===== src/rtl/sat_pkg.sv =====
// Shared saturation helpers: clip flag encoding and a width-generic clamp.
package sat_pkg;

  localparam logic [1:0] CLIP_NONE = 2'b00;
  localparam logic [1:0] CLIP_MIN  = 2'b01;
  localparam logic [1:0] CLIP_MAX  = 2'b10;

  // Widest sample any narrowing stage may hand to saturate()
  localparam int SAT_MAXW = 64;

  typedef struct packed {
    logic [SAT_MAXW-1:0] data;  // result in bits [osz-1:0], upper bits zero
    logic [1:0]          clip;  // CLIP_NONE / CLIP_MIN / CLIP_MAX
  } sat_res_t;

  // Clamp the signed isz-bit value in x[isz-1:0] to osz bits (osz < isz).
  // Bits of x above isz-1 are ignored. Loops compare against the constant
  // widths so the function elaborates to plain wiring for fixed isz/osz.
  function automatic sat_res_t saturate(input logic [SAT_MAXW-1:0] x,
                                        input int isz, input int osz);
    sat_res_t res;
    logic     sign_bit;
    logic     any_one;
    logic     all_one;
    sign_bit = 1'b0;
    any_one  = 1'b0;
    all_one  = 1'b1;
    for (int b = 0; b < SAT_MAXW; b++) begin
      if (b == isz - 1) sign_bit = x[b];
      if (b >= osz - 1 && b <= isz - 2) begin
        any_one = any_one | x[b];
        all_one = all_one & x[b];
      end
    end
    res.data = '0;
    res.clip = CLIP_NONE;
    if (!sign_bit && any_one) begin
      res.clip = CLIP_MAX;
      for (int b = 0; b < SAT_MAXW; b++)
        if (b < osz - 1) res.data[b] = 1'b1;
    end else if (sign_bit && !all_one) begin
      res.clip = CLIP_MIN;
      for (int b = 0; b < SAT_MAXW; b++)
        if (b == osz - 1) res.data[b] = 1'b1;
    end else begin
      for (int b = 0; b < SAT_MAXW; b++)
        if (b < osz) res.data[b] = x[b];
    end
    return res;
  endfunction

endpackage


===== src/rtl/sat_arbiter_rr_picker.sv =====
// Combinational round-robin picker: first requester at or after ptr, wrapping.
module rr_picker #(
  parameter int NCH = 4,
  parameter int CHW = $clog2(NCH)
) (
  input  logic [NCH-1:0] req,
  input  logic [CHW-1:0] ptr,
  output logic           gnt_valid,
  output logic [CHW-1:0] gnt_idx
);

  logic [2*NCH-1:0] req_dbl;
  logic [NCH-1:0]   req_rot;
  logic [CHW-1:0]   cand_idx [NCH];

  // Rotate requests so bit k means "channel ptr+k"
  assign req_dbl = {req, req};
  assign req_rot = NCH'(req_dbl >> ptr);

  // Absolute channel number for each rotated position, modulo NCH
  for (genvar gi = 0; gi < NCH; gi++) begin : g_cand
    logic [CHW:0] sum;
    assign sum = {1'b0, ptr} + (CHW+1)'(gi);
    assign cand_idx[gi] = (sum >= (CHW+1)'(NCH)) ? CHW'(sum - (CHW+1)'(NCH))
                                                  : sum[CHW-1:0];
  end

  // Lowest rotated position wins; scan downward so it is assigned last
  always_comb begin
    gnt_valid = 1'b0;
    gnt_idx   = '0;
    for (int k = NCH - 1; k >= 0; k--) begin
      if (req_rot[k]) begin
        gnt_valid = 1'b1;
        gnt_idx   = cand_idx[k];
      end
    end
  end

endmodule


===== src/rtl/sat_arbiter.sv =====
// Round-robin share of one saturation stage among NCH channels, with a
// registered tagged output stage and per-channel saturating clip counters.
module sat_arbiter
  import sat_pkg::*;
#(
  parameter  int NCH  = 4,
  parameter  int ISZ  = 17,
  parameter  int OSZ  = 12,
  parameter  int CNTW = 16,
  localparam int CHW  = $clog2(NCH)
) (
  input  logic               clk,
  input  logic               reset,
  input  logic [NCH*ISZ-1:0] in_data,
  input  logic [NCH-1:0]     in_valid,
  output logic [NCH-1:0]     in_ready,
  output logic [OSZ-1:0]     out_data,
  output logic [CHW-1:0]     out_chan,
  output logic [1:0]         out_clip,
  output logic               out_valid,
  input  logic               out_ready,
  input  logic [CHW-1:0]     cnt_sel,
  input  logic               cnt_clr,
  output logic [CNTW-1:0]    clip_cnt
);

  logic [OSZ-1:0]  out_data_reg;
  logic [CHW-1:0]  out_chan_reg;
  logic [1:0]      out_clip_reg;
  logic            out_valid_reg;
  logic [CHW-1:0]  ptr_reg;
  logic [CHW-1:0]  ptr_next;
  logic            advance;
  logic            accept;
  logic            gnt_valid;
  logic [CHW-1:0]  gnt_idx;
  logic [ISZ-1:0]  ch_sample [NCH];
  logic [ISZ-1:0]  gnt_sample;
  sat_res_t        sat_res;
  logic            sat_clipped;
  logic [CNTW-1:0] cnt_arr [NCH];
  logic            unused_sat_bits;

  assign out_data  = out_data_reg;
  assign out_chan  = out_chan_reg;
  assign out_clip  = out_clip_reg;
  assign out_valid = out_valid_reg;

  // Output stage can take a new sample when empty or being drained
  assign advance = ~out_valid_reg | out_ready;

  rr_picker #(.NCH(NCH), .CHW(CHW)) u_picker (
    .req       (in_valid),
    .ptr       (ptr_reg),
    .gnt_valid (gnt_valid),
    .gnt_idx   (gnt_idx)
  );

  // Gating with reset keeps every in_ready low while reset is held
  assign accept = advance & gnt_valid & reset;

  for (genvar gi = 0; gi < NCH; gi++) begin : g_chan
    assign ch_sample[gi] = in_data[gi*ISZ +: ISZ];
    assign in_ready[gi]  = accept & (gnt_idx == CHW'(gi));
  end

  assign gnt_sample      = ch_sample[gnt_idx];
  assign sat_res         = saturate(SAT_MAXW'(gnt_sample), ISZ, OSZ);
  assign sat_clipped     = (sat_res.clip != CLIP_NONE);
  assign unused_sat_bits = ^sat_res.data[SAT_MAXW-1:OSZ];

  // Next search starts just after the channel granted this cycle
  assign ptr_next = (gnt_idx == CHW'(NCH - 1)) ? '0 : gnt_idx + 1'b1;

  // Output register stage and RR pointer: load on accept, empty on idle, hold on stall
  always_ff @(posedge clk or negedge reset) begin
    if (!reset) begin
      out_data_reg  <= '0;
      out_chan_reg  <= '0;
      out_clip_reg  <= CLIP_NONE;
      out_valid_reg <= 1'b0;
      ptr_reg       <= '0;
    end else if (accept) begin
      out_data_reg  <= sat_res.data[OSZ-1:0];
      out_chan_reg  <= gnt_idx;
      out_clip_reg  <= sat_res.clip;
      out_valid_reg <= 1'b1;
      ptr_reg       <= ptr_next;
    end else if (advance) begin
      out_valid_reg <= 1'b0;
    end
  end

  for (genvar gi = 0; gi < NCH; gi++) begin : g_cnt
    logic [CNTW-1:0] cnt_reg;
    logic            inc_hit;
    logic            clr_hit;
    assign inc_hit     = accept & sat_clipped & (gnt_idx == CHW'(gi));
    assign clr_hit     = cnt_clr & (cnt_sel == CHW'(gi));
    assign cnt_arr[gi] = cnt_reg;

    // Saturating clip counter; a clear in the same cycle as a clip leaves 1
    always_ff @(posedge clk or negedge reset) begin
      if (!reset) begin
        cnt_reg <= '0;
      end else if (clr_hit) begin
        cnt_reg <= inc_hit ? CNTW'(1) : '0;
      end else if (inc_hit && (cnt_reg != '1)) begin
        cnt_reg <= cnt_reg + 1'b1;
      end
    end
  end

  // Present the selected channel's counter
  always_comb begin
    clip_cnt = '0;
    for (int i = 0; i < NCH; i++)
      if (cnt_sel == CHW'(i)) clip_cnt = cnt_arr[i];
  end

endmodule


===== config.mk =====
export PLATFORM = sky130hd
export DESIGN_NAME = sat_arbiter
export DESIGN_NICKNAME = d
export VERILOG_FILES = /design/src/rtl/sat_pkg.sv /design/src/rtl/sat_arbiter_rr_picker.sv /design/src/rtl/sat_arbiter.sv
export SDC_FILE = /design/constraint.sdc
export NUM_CORES = 1
export LEC_CHECK = 0
export BUFFER_PORTS_ARGS = -buffer_cell sky130_fd_sc_hd__buf_2
export CAP_MARGIN = 20
export CORE_AREA = 2 2 117 91
export CTS_BUF_LIST = sky130_fd_sc_hd__clkbuf_8
export DETAILED_ROUTE_END_ITERATION = 8
export DIE_AREA = 0 0 119 93
export MAX_ROUTING_LAYER = met4
export PLACE_DENSITY = 0.82
export SYNTH_ARGS = -nofsm -noshare
export SYNTH_HDL_FRONTEND = slang
export SYNTH_SLANG_ARGS = --single-unit

===== constraint.sdc =====
create_clock -name clk -period 3.88 [get_ports clk]
set_input_delay 0.582 -clock clk [delete_from_list [all_inputs] [get_ports clk]]
set_output_delay 0.582 -clock clk [all_outputs]
set_load 0.02 [all_outputs]

* Yosys cells after proc, flatten, opt, wreduce, memory -nomap -nowiden
Index checks and enable logic that the tools add are counted.
** Operators by class
- Reduce and logical (&&, ||, !) cells :: 16
- Multiplexer cells :: 39
- Shifts and indexed selects :: 1
- Add/sub/neg operators :: 12
- Equal/unequal tests :: 10
- Magnitude comparators :: 5
- Bitwise operators :: 26
** Operator list (number)
- 16-bit two-way mux :: 12
- 16-bit by 1-bit adder with 16-bit output, second input constant :: 4
- 16-bit != test, second input constant :: 4
- 17-bit binary-select mux with 2-bit select :: 1
- 17-bit two-way mux :: 2
- 1-bit bitwise AND :: 19
- 2-bit two-way mux :: 9
- 1-bit two-way mux :: 13
- 13-bit two-way mux :: 1
- 3-bit greater-or-equal comparator, second input constant :: 4
- 2-bit nonzero test :: 6
- 11-bit two-way mux :: 1
- 2-bit == test, second input constant :: 4
- 8-bit by 2-bit right shift with 4-bit output :: 1
- 2-bit by 1-bit subtractor with 2-bit output, second input constant :: 4
- 2-bit by 2-bit adder with 3-bit output, second input constant :: 2
- 1-bit logical AND :: 6
- 1-bit OR :: 5
- 2-bit by 1-bit == test with 1-bit output, second input constant :: 2
- 2-bit zero test :: 2
- 2-bit by 1-bit adder with 3-bit output, second input constant :: 1
- 2-bit by 3-bit greater-or-equal comparator with 1-bit output, second input constant :: 1
- 2-bit inverter with 3-bit output :: 1
- 2-bit by 1-bit adder with 2-bit output, second input constant :: 1
- other kinds (2) :: 3
** Storage, ports and cells
- Bits in registers :: 83
- Input port bits :: 78

* Depth between registers and ports, before layout
Gate-level depths: netlist (run 1).
- Word-level depth :: 25
- Depth in mapped cells :: 13
- Depth with buffers taken out :: 10

* By module
From an unflattened synthesis (run 1), not the netlist that was laid out.
** Second synthesis, totals
- Cell total of the unflattened synthesis :: 579
- Area, all modules :: 5546.6 um^2
** Modules (own cells, without submodules)
- sat_arbiter :: area each 5469.0 um^2, times used 1, cells each 564, seq. area each 2077.0 um^2
- rr_picker :: area each 77.6 um^2, times used 1, cells each 15, seq. area each 0.0 um^2

* Least setup slack after synthesis (run 1)
No wires, ideal clock.
- Path type :: in2reg
- Start point :: in in_valid[1]
- End point :: reg g_cnt[3].cnt_reg[10]
- Setup time :: 0.120 ns
- Setup slack :: 0.590 ns
- Arrival :: 3.170 ns
- Stages on the path :: 13
- Path through :: inv_1 o211a_1 nor3_1 buf_2 buf_1 ha_1 nand2_1 inv_1 nand2_1 nor3_1 clkbuf_1 a21oi_1 a31o_2
** On the way
- Cells in the longest elaborated chain, start to end :: 22
- Elaborated cells on any way between the ends :: 35
- Classes of those cells :: eq/ne: 1; shift: 1; mux: 13; bitwise: 13; reduce/logical: 7
** RTL lines
- start: declaration :: line sat_arbiter.sv:15 : input logic [NCH-1:0] in_valid,
- 8-bit by 2-bit right shift with 4-bit output (*) :: line sat_arbiter_rr_picker.sv:18 : assign req_rot = NCH'(req_dbl >> ptr);
- 2-bit two-way mux (3 in series) :: line sat_arbiter_rr_picker.sv:33 : if (req_rot[k]) begin
- 2-bit two-way mux (*) :: line sat_arbiter_rr_picker.sv:33
- net gnt_idx[0] :: line sat_arbiter.sv:36 : logic [CHW-1:0] gnt_idx;
- 2-bit inverter with 3-bit output (implied by the code) :: line sat_arbiter.sv:67 : assign gnt_sample = ch_sample[gnt_idx];
- 17-bit binary-select mux with 2-bit select :: line sat_arbiter.sv:67
- 17-bit two-way mux (implied by the code) (2 in series) :: line sat_arbiter.sv:67
- 1-bit bitwise AND (4 in series) :: line sat_pkg.sv:32 : all_one = all_one & x[b];
- 1-bit zero test :: line sat_pkg.sv:41 : end else if (sign_bit && !all_one) begin
- 1-bit logical AND :: line sat_pkg.sv:41
- 1-bit two-way mux :: line sat_pkg.sv:41
- 13-bit two-way mux :: line sat_pkg.sv:37 : if (!sign_bit && any_one) begin
- 2-bit nonzero test :: line sat_arbiter.sv:69 : assign sat_clipped = (sat_res.clip != CLIP_NONE);
- 1-bit bitwise AND :: line sat_arbiter.sv:98 : assign inc_hit = accept & sat_clipped & (gnt_idx == CHW'(gi));
- 1-bit bitwise AND (*) :: line sat_arbiter.sv:98
- 1-bit logical AND (*) :: line sat_arbiter.sv:108 : end else if (inc_hit && (cnt_reg != '1)) begin
- 2-bit nonzero test (no source line) (*)
- end signal: assignment :: line sat_arbiter.sv:107 : cnt_reg <= inc_hit ? CNTW'(1) : '0;
- end signal: assignment :: line sat_arbiter.sv:109 : cnt_reg <= cnt_reg + 1'b1;
- end: declaration :: line sat_arbiter.sv:95 : logic [CNTW-1:0] cnt_reg;
Mark *: on every way through the listed nets, which the timed path passes. The rest lies on a longest branch. The select of a mux whose other input is x is not followed.
A chain may end at the register's enable or synchronous reset.

* Worst setup path in the final report (run 1)
- Start point :: reg ptr_reg[1]
- End point :: reg g_cnt[2].cnt_reg[15]
** On the way
- Cells in the longest elaborated chain, start to end :: 24
- Elaborated cells on any way between the ends :: 50
- Classes of those cells :: add/sub: 7; order compare: 4; eq/ne: 1; shift: 1; mux: 17; bitwise: 13; reduce/logical: 7
** RTL lines
- start: declaration :: line sat_arbiter.sv:31 : logic [CHW-1:0] ptr_reg;
- start signal: assignment :: line sat_arbiter.sv:88 : ptr_reg <= ptr_next;
- 2-bit by 2-bit adder with 3-bit output :: line sat_arbiter_rr_picker.sv:23 : assign sum = {1'b0, ptr} + (CHW+1)'(gi);
- 3-bit greater-or-equal comparator / 2-bit by 1-bit subtractor with 2-bit output (equally long branches) :: line sat_arbiter_rr_picker.sv:24 : assign cand_idx[gi] = (sum >= (CHW+1)'(NCH)) ? CHW'(sum - (CHW+1)'(NCH))
- 2-bit two-way mux :: line sat_arbiter_rr_picker.sv:24
- 2-bit two-way mux (4 in series) :: line sat_arbiter_rr_picker.sv:33
- 2-bit inverter with 3-bit output (implied by the code) :: line sat_arbiter.sv:67
- 17-bit binary-select mux with 2-bit select :: line sat_arbiter.sv:67
- 17-bit two-way mux (implied by the code) (2 in series) :: line sat_arbiter.sv:67
- 1-bit bitwise AND (4 in series) :: line sat_pkg.sv:32
- 1-bit zero test :: line sat_pkg.sv:41
- 1-bit logical AND :: line sat_pkg.sv:41
- 1-bit two-way mux :: line sat_pkg.sv:41
- 13-bit two-way mux :: line sat_pkg.sv:37
- 2-bit nonzero test :: line sat_arbiter.sv:69
- 1-bit bitwise AND :: line sat_arbiter.sv:98
- 1-bit bitwise AND (*) :: line sat_arbiter.sv:98
- 1-bit logical AND (*) :: line sat_arbiter.sv:108
- 2-bit nonzero test (no source line) (*)
- end signal: assignment :: line sat_arbiter.sv:107
- end signal: assignment :: line sat_arbiter.sv:109
- end: declaration :: line sat_arbiter.sv:95
Every way passes the cells marked *; elsewhere a longest branch is shown, timed or not. The select of a mux whose other input is x is not followed.

==> results of run 1 <==
-- power by group through the flow --
stage / sequential [uW] / combinational, uW / clock (uW)
finish: 1100 / 1070 / 636
detailed placement: 1120 / 1050 / 0
global route: 1120 / 1190 / 673
CTS: 1100 / 1050 / 646
floorplan: 1180 / 636 / 0
global placement: 1110 / 1020 / 0
-- per-stage QoR --
stage	total power, uW	setup WS [ns]
after global routing	2980	0.331
final	2810	0.571
after global placement	2130	0.494
after CTS	2800	0.585
after detailed placement	2170	0.378
after floorplan	1820	0.590
-- placed cells by master, fill, tap and decap left out, types with 6 or more instances in the layout --
cell                       instances
sky130_fd_sc_hd__and3_1           16
sky130_fd_sc_hd__a21oi_1          51
sky130_fd_sc_hd__and4_1            8
sky130_fd_sc_hd__nand4_1          28
sky130_fd_sc_hd__o31ai_1           8
sky130_fd_sc_hd__inv_1            10
sky130_fd_sc_hd__mux2i_1          10
sky130_fd_sc_hd__buf_4            13
sky130_fd_sc_hd__nor3_1           12
sky130_fd_sc_hd__a31oi_1           9
sky130_fd_sc_hd__a31o_1            6
sky130_fd_sc_hd__o21ai_1          25
sky130_fd_sc_hd__or3_1            24
sky130_fd_sc_hd__nand3_1          55
sky130_fd_sc_hd__mux4_2           16
sky130_fd_sc_hd__or4_1            10
sky130_fd_sc_hd__nand2b_1         11
sky130_fd_sc_hd__nor2_1           31
sky130_fd_sc_hd__dfrtp_1          83
sky130_fd_sc_hd__buf_2           113
sky130_fd_sc_hd__nand2_1         111
sky130_fd_sc_hd__clkbuf_8         11
sky130_fd_sc_hd__ha_1              8
sky130_fd_sc_hd__and2_1            9
sky130_fd_sc_hd__xnor2_1           8
sky130_fd_sc_hd__o21ai_0          24
-- cells by family (layout without fill, tap and decap cells) --
family                   Yosys count  in the layout  synth area share (%)
AND/OR/NAND/NOR                  337            337                  31.6
AO/OA/AOI/OAI                    146            146                  15.8
flip-flops                        83             83                  37.4
buffers and inverters             49            152                  3.47
multiplexers                      28             28                  8.69
adder cells (fa/ha/maj)            8              8                  1.80
XOR/XNOR                           8              8                  1.26
-- routing by layer --
metal | vias to the layer above | part of all wire [%] | global-route usage, %
met5 | - | 0 | -
met4 | 0 | 2.7 | 11.1
met3 | 45 | 7.7 | 5.79
met2 | 256 | 47 | 48.9
met1 | 2721 | 43 | 41.4
li1 | 2637 | - | -
-- worst max-delay path, delay by kind of cell (launching register included) --
family,cells,cell delay (ns)
buf+inv,1,0.19
compound gates,2,0.45
mux,2,0.48
simple gates,5,1.63
flops,1,0.46
-- path summary, 6_finish.rpt --
path / start / to / slack [ns] / depth (start not counted)
min: reset / ptr_reg[1] / 0.18 / 2
min reg2reg: out_chan[1] / out_chan[1] / 0.48 / 2
max in group asynchronous: reset / out_data[2] / 3.08 / 3
max reg2reg: ptr_reg[1] / g_cnt[2].cnt_reg[15] / 0.57 / 10
min in group clk: out_chan[1] / out_chan[1] / 0.48 / 2
max: ptr_reg[1] / g_cnt[2].cnt_reg[15] / 0.57 / 10
-- final cells by class --
type	instances	area (um2)
Fill cell	834	3490
Sequential cell	83	2080
Timing Repair Buffer	128	711
Clock inverter	4	42.5
Clock buffer	11	151
Multi-Input combinational cell	527	3300
Tap cell	136	170
Inverter	9	33.8
==> out/summary.md, run 1 <==
Status
• **result of the run** completed

Final layout
• **number of cells in the finished layout apart from fillers** 898
• **share of layout cells above drive strength 1** 22.8%
• **number of nets at the end of the flow** 844
• **antenna cells** 0
• **growth of design area from synthesis to finish** 16.7%
• **max reg flops** 64
• **share of the core filled with cells in the final layout** 65.0%
• **final cell area excluding filler cells** 6480 um2

Logic synthesis
• **leading post-synthesis cells by cell area** sky130_fd_sc_hd__dfrtp_1 37%, sky130_fd_sc_hd__nand2_1 7.5%, sky130_fd_sc_hd__mux4_2 6.5%
• **fraction of synthesis flops using an asynchronous set or reset pin** 100%
• **average size of a mapped cell** 8.43 um2
• **fraction of post-synthesis cell area in the top cell type by area** 37.4%
• **area leader, netlist** sky130_fd_sc_hd__dfrtp_1
• **total number of yosys warnings** 0
• **flip-flop cell with the highest count after synthesis** sky130_fd_sc_hd__dfrtp_1
• **post-synthesis sequential area ratio** 37.4%
• **cell area after synthesis** 5560 um2
• **dominant cell by count in the synthesized netlist** sky130_fd_sc_hd__nand2_1
• **Post-synth EDFFs** 0
• **synthesis-stage register bit count** 83
• **most frequent cells after synthesis** 111 x sky130_fd_sc_hd__nand2_1, 83 x sky130_fd_sc_hd__dfrtp_1, 55 x sky130_fd_sc_hd__nand3_1
• **instance count of the mapped netlist** 659
• **number of nets produced by synthesis** 745
• **Netlist cell types** 59

Pwr
• **largest vdd supply drop** 321 uV
• **relative contribution of the clock network to total power** 22.7%
• **share of total power consumed by net switching** 39.5%
• **sw power** 1110 uW
• **part of the total power dissipated in sequential elements** 39.3%
• **Leak Pwr** 0.00301 uW
• **combinational cell fraction of total power** 38.0%
• **Int Power** 1700 uW
• **total power divided by cell area** 433 nW/um2

Worst hold path
• **classification of the worst-slack hold path** input pin to asynchronous set/reset pin

Job
• **# Max-Cap Violations** 0

Die
• **vertical die dimension** 93 um
• **overall die area** 11,100 um2
• **Initial Utilization** 55.7%
• **Core Area** 9970 um2
• **width of the chip** 119 um
• **num ports** 115
• **row count** 32

Drt
• **DR vias/cell** 6.30
• **total iterations of the first detailed-routing run** 6
• **DR DRC count** 0
• **residual antenna-violating net count after detailed routing** 0
• **per-cell routed wire length** 17.8 um
• **DRT Wirelength** 16.0 mm
• **via count** 5,659
• **violation count after the first detailed-routing iteration** 665

Clocking
• **Longest Clk Path Bufs** 2
• **Clk pin slew, worst setup/hold paths** 0.08 ns
• **Post-CTS Resized** 0
• **Post-CTS Setup Repair Bufs** 0
• **clock latency on the worst-skew pair** 0.37 ns
• **Inserted Clock Buffers** 9
• **CTS Hold Buffers Added** 0
• **number of clock sinks** 83
• **H-Tree Depth** 3
• **buffer cell driving the clock tree root** sky130_fd_sc_hd__clkbuf_8
• **CTS tree** built

Worst setup path
• **delay of the slowest cell on the worst path** 0.51 ns
• **crit end category** register
• **Worst Setup Start Kind** register
• **master of the slowest instance on the critical path** sky130_fd_sc_hd__or4_1
• **arrival time of the worst setup path** 3.59 ns
• **type of the worst setup path** register to register
• **data required time at the worst endpoint** 4.16 ns
• **worst path cell trace** and2_4 -> o211a_4 -> nor2_8 -> mux2i_1 -> mux2_2 -> and4_1 -> or2_1 -> buf_12 -> or4_1 -> a21oi_1
• **critical path fanouts, max** 49

STA
• **achievable frequency** 302 MHz
• **RSZ-0062 raised after global routing** no
• **Final Cycle Share** 85.3%
• **setup violation total in the final timing report** 0
• **Final Max Slew Viols** 0
• **Hold Slack** 0.177 ns
• **endpoints failing hold** 0
• **aggregate negative setup slack** 0 ns
• **Period minus WS final** 3.31 ns
• **worst-margin pin slew** 0.846 ns
• **Relative slew margins** 43.4%
• **worst clock skew on the final layout** 0.00719 ns

Global route
• **GRT Total Usage** 31.3%
• **pin count of the biggest net entering global routing** 85
• **antenna violations before repair** 0
• **number of global-route vias before repair** 5,353
• **final global-route overflow total** 0
• **wire length of the first global-routing pass** 26.6 mm

Placed design
• **count of placed standard cells including taps** 881
• **Final GP Congestion** 0.955
• **post-detailed-placement cell area** 6250 um2
• **post-DP HPWL** 11.8 mm
• **number of input and output port buffers inserted** 114

(Power assumes the default switching activity.)
==> inputs of run 2 (changes only) <==
--- a/config.mk
+++ b/config.mk
@@ -12,7 +12,8 @@
 export DETAILED_ROUTE_END_ITERATION = 8
 export DIE_AREA = 0 0 119 93
 export MAX_ROUTING_LAYER = met4
-export PLACE_DENSITY = 0.82
+export PLACE_DENSITY_LB_ADDON = 0.05
 export SYNTH_ARGS = -nofsm -noshare
 export SYNTH_HDL_FRONTEND = slang
+export SYNTH_HIERARCHICAL = 1
 export SYNTH_SLANG_ARGS = --single-unit
==> run 2 against run 1 <==
  * Combinational power barely moved
  * Sequential share of layout area is 0.087 points higher
  * Area after synthesis is 0.16% lower
  * Critical path depth decreased by 1
  * Critical path type unchanged
  * Critical endpoint is now g_cnt[3].cnt_reg[15]
  * Largest cell class unchanged
==> out/summary.md, run 2 <==
Die
• **vertical die dimension** 93 um, unchanged
• **overall die area** 11,100 um2, unchanged
• **num ports** 115, unchanged
• **Initial Utilization** 55.6%, -0.088 points
• **Core Area** 9970 um2, unchanged
• **row count** 32, unchanged
• **width of the chip** 119 um, unchanged

STA
• **setup violation total in the final timing report** 0, unchanged
• **Relative slew margins** 33.9%, -9.4 points
• **worst setup margin** 0.582 ns, +0.0110 ns
• **worst-margin pin slew** 0.991 ns, +0.144 ns
• **aggregate negative setup slack** 0 ns, unchanged
• **Final Max Slew Viols** 0, unchanged
• **achievable frequency** 303 MHz, +0.33%
• **endpoints failing hold** 0, unchanged
• **RSZ-0062 raised after global routing** no
• **worst clock skew on the final layout** 0.0126 ns, +0.00544 ns
• **Period minus WS final** 3.30 ns, -0.0110 ns
• **Final Cycle Share** 85.0%, -0.28 points

Pwr
• **Int Power** 1750 uW, +3.3%
• **Leak Pwr** 0.00277 uW, -7.9%
• **sw power** 1070 uW, -3.1%
• **relative contribution of the clock network to total power** 23.7%, +1.0 points
• **total power divided by cell area** 437 nW/um2, +1.0%
• **share of total power consumed by net switching** 38.0%, -1.5 points
• **combinational cell fraction of total power** 37.1%, -0.9 points
• **largest vdd supply drop** 258 uV, -19%
• **part of the total power dissipated in sequential elements** 39.2%, about the same

Global route
• **GRT Total Usage** 31.1%, -0.21 points
• **global routing usage on met3** 6.34%, +0.55 points
• **final global-route overflow total** 0, unchanged
• **pin count of the biggest net entering global routing** 56, -34%
• **gr busiest metal** met2
• **grt met2 use** 45.8%, -3.1 points
• **antenna violations before repair** 0, unchanged
• **fraction of met1 tracks used by global routing** 43.1%, +1.7 points
• **wire length of the first global-routing pass** 26.1 mm, -2.2%
• **number of global-route vias before repair** 5,130, -4.2%

Drt
• **DR vias/cell** 6.52, +3.5%
• **total iterations of the first detailed-routing run** 5, -1
• **violation count after the first detailed-routing iteration** 502, -25%
• **DR DRC count** 0, unchanged
• **per-cell routed wire length** 19.3 um, +8.4%
• **residual antenna-violating net count after detailed routing** 0, unchanged
• **DRT Wirelength** 15.8 mm, -1.0%
• **via count** 5,349, -5.5%

Final layout
• **number of cells in the finished layout apart from fillers** 820, -8.7%
• **antenna cells** 0, unchanged
• **most used cells in the layout excluding fill and tap cells** 113 x sky130_fd_sc_hd__buf_2, 83 x sky130_fd_sc_hd__dfrtp_1, 56 x sky130_fd_sc_hd__nand2_1
• **number of fillers in the final layout** 861, +3.2%
• **number of nets at the end of the flow** 765, -9.4%
• **most frequent standard cell in the layout excluding fill and tap cells** sky130_fd_sc_hd__buf_2
• **growth of design area from synthesis to finish** 16.6%
• **max reg flops** 64, unchanged
• **share of layout cells above drive strength 1** 27.2%, +4.4 points

Worst setup path
• **worst flop-to-flop path endpoint** g_cnt[3].cnt_reg[15]
• **worst reg2reg path depth** 9, -1
• **type of the worst setup path** register to register
• **arrival time of the worst setup path** 3.56 ns, -0.03 ns
• **Worst Setup Start Kind** register
• **master of the slowest instance on the critical path** sky130_fd_sc_hd__mux4_2
• **delay of the slowest cell on the worst path** 0.59 ns, +0.08 ns
• **start of the worst register-to-register path** ptr_reg[0]
• **worst path buffer plus inverter count** 2, +1
• **end point of the critical path** g_cnt[3].cnt_reg[15]
• **critical path fanouts, max** 13, -73%
• **crit end category** register
• **worst setup slack for register-to-register paths** 0.58 ns, about the same
• **Levels on crit path** 9, -1
• **worst path cell trace** inv_1 -> a221o_1 -> a21oi_4 -> mux4_2 -> nand4_1 -> a2bb2o_4 -> buf_4 -> or4b_1 -> mux2i_1
• **data required time at the worst endpoint** 4.14 ns, -0.02 ns
• **family with the most delay on the worst path** compound AO/OA/AOI/OAI gates
• **CP startpoint** ptr_reg[0]

Placed design
• **Final GP Congestion** 0.878, -8.1%
• **count of placed standard cells including taps** 803, -8.9%
• **post-DP HPWL** 11.7 mm, -1.1%
• **pre-CTS worst setup slack** 0.116 ns, -0.262 ns
• **number of input and output port buffers inserted** 114, unchanged

Logic synthesis
• **Netlist cell types** 49, -17%
• **most frequent cells after synthesis** 83 x sky130_fd_sc_hd__dfrtp_1, 56 x sky130_fd_sc_hd__nand2_1, 46 x sky130_fd_sc_hd__a21oi_1
• **average size of a mapped cell** 9.58 um2, +14%
• **area leader, netlist** sky130_fd_sc_hd__dfrtp_1
• **fraction of post-synthesis cell area in the top cell type by area** 37.4%, +0.059 points
• **fraction of synthesis flops using an asynchronous set or reset pin** 100%, unchanged
• **Post-synth EDFFs** 0, unchanged
• **adder-cell share of the synthesized area** 1.80%, +0.0028 points
• **mux cell area share after synthesis** 15.1%, +6.4 points
• **dominant cell by count in the synthesized netlist** sky130_fd_sc_hd__dfrtp_1
• **cell area after synthesis** 5550 um2, -0.16%
• **simple-gate share of the synthesized area** 24.7%, -6.8 points
• **Compound-Gate Fraction of Synth Area** 16.7%, +0.86 points
• **share of the synthesized netlist area taken by xor and xnor gates** 0%, -1.3 points
• **total number of yosys warnings** 6, +6
• **instance count of the mapped netlist** 579, -12%
• **number of nets produced by synthesis** 665, -11%
• **post-synthesis sequential area ratio** 37.4%, +0.059 points
• **combinational family with the most area after synthesis** simple AND/OR/NAND/NOR gates
• **flip-flop cell with the highest count after synthesis** sky130_fd_sc_hd__dfrtp_1
• **leading post-synthesis cells by cell area** sky130_fd_sc_hd__dfrtp_1 37%, sky130_fd_sc_hd__mux4_2 13%, sky130_fd_sc_hd__a21oi_1 4.2%
• **synthesis-stage register bit count** 83, unchanged

Clocking
• **CTS tree** built
• **Inserted Clock Buffers** 9, unchanged
• **CTS Hold Buffers Added** 0, unchanged
• **clock latency on the worst-skew pair** 0.38 ns, about the same
• **buffer cell driving the clock tree root** sky130_fd_sc_hd__clkbuf_8
• **H-Tree Depth** 3, unchanged
• **Post-CTS Setup Repair Bufs** 0, unchanged
• **Longest Clk Path Bufs** 2, unchanged
• **number of clock sinks** 83, unchanged
• **Clk pin slew, worst setup/hold paths** 0.09 ns, about the same
• **Post-CTS Resized** 0, unchanged

Job
• **# Max-Cap Violations** 0, unchanged

Status
• **result of the run** completed

Worst hold path
• **classification of the worst-slack hold path** input pin to asynchronous set/reset pin

-- run 2: power groups by stage --
| stage | sequential, uW | combinational [uW] | clock [uW] |
|---|---|---|---|
| finish | 1110 | 1050 | 670 |
| global route | 1130 | 1160 | 705 |
| CTS | 1110 | 1050 | 679 |
| detailed placement | 1130 | 1040 | 0 |
| global placement | 1120 | 1010 | 0 |
| floorplan | 1190 | 646 | 0 |
-- run 2: per-layer routing --
layer / vias to the layer above / part of all wire, %
li1: 2481 / -
met1: 2643 / 44
met2: 201 / 46
met3: 24 / 7.3
met4: 0 / 2.0
met5: - / 0
-- run 2: worst reg2reg max path, delay by kind of cell, from the launching register on --
kind	cells	cell delay [ns]
buffers and inverters	2	0.27
DFF	1	0.41
muxes	2	0.75
and+or+nand+nor	2	0.73
AOI/OAI and AO/OA	3	1.03
-- run 2: kinds of logic (layout without fill, tap and decap cells) --
| logic type | count (synthesis) | in the layout |
|---|---|---|
| AND/OR/NAND/NOR | 246 | 246 |
| flip-flops | 83 | 83 |
| adder cells (fa/ha/maj) | 8 | 8 |
| buffers and inverters | 53 | 158 |
| AO/OA/AOI/OAI | 147 | 147 |
| multiplexers | 42 | 42 |
-- run 2: how the worst min path moves through the flow --
stage	startpoint	to	slack, ns	cells past startpoint
6_report	reset	g_cnt[2].cnt_reg[13]	0.32	2
5_1_grt	reset	out_data[4]	0.37	2
4_1_cts	reset	out_data[2]	0.34	2
3_5_place_dp	out_data[0]	out_data[0]	0.47	2
3_3_place_gp	out_data[2]	out_data[2]	0.46	2
2_1_floorplan	reset	g_cnt[0].cnt_reg[0]	0.29	0
-- run 2: metrics by stage --
| stage | hold slack, ns | util [%] | power [uW] | instance area [um2] |
|---|---|---|---|---|
| final | 0.318 | 64.9 | 2830 | 6470 |
| after global routing | 0.371 | 64.9 | 2990 | 6470 |
| after CTS | 0.335 | 64.7 | 2830 | 6450 |
| after detailed placement | 0.465 | 62.7 | 2170 | 6250 |
| after global placement | 0.458 | 62.6 | 2130 | 6240 |
| after floorplan | 0.286 | - | 1840 | 5550 |
-- run 2: cell type report --
type | count | area [um2] | share of cell area [%]
Clock buffer | 11 | 151 | 2.34
Clock inverter | 5 | 52.6 | 0.813
Inverter | 14 | 52.6 | 0.813
Multi-Input combinational cell | 443 | 3260 | 50.4
Sequential cell | 83 | 2080 | 32.1
Tap cell | 136 | 170 | 2.63
Timing Repair Buffer | 128 | 702 | 10.9
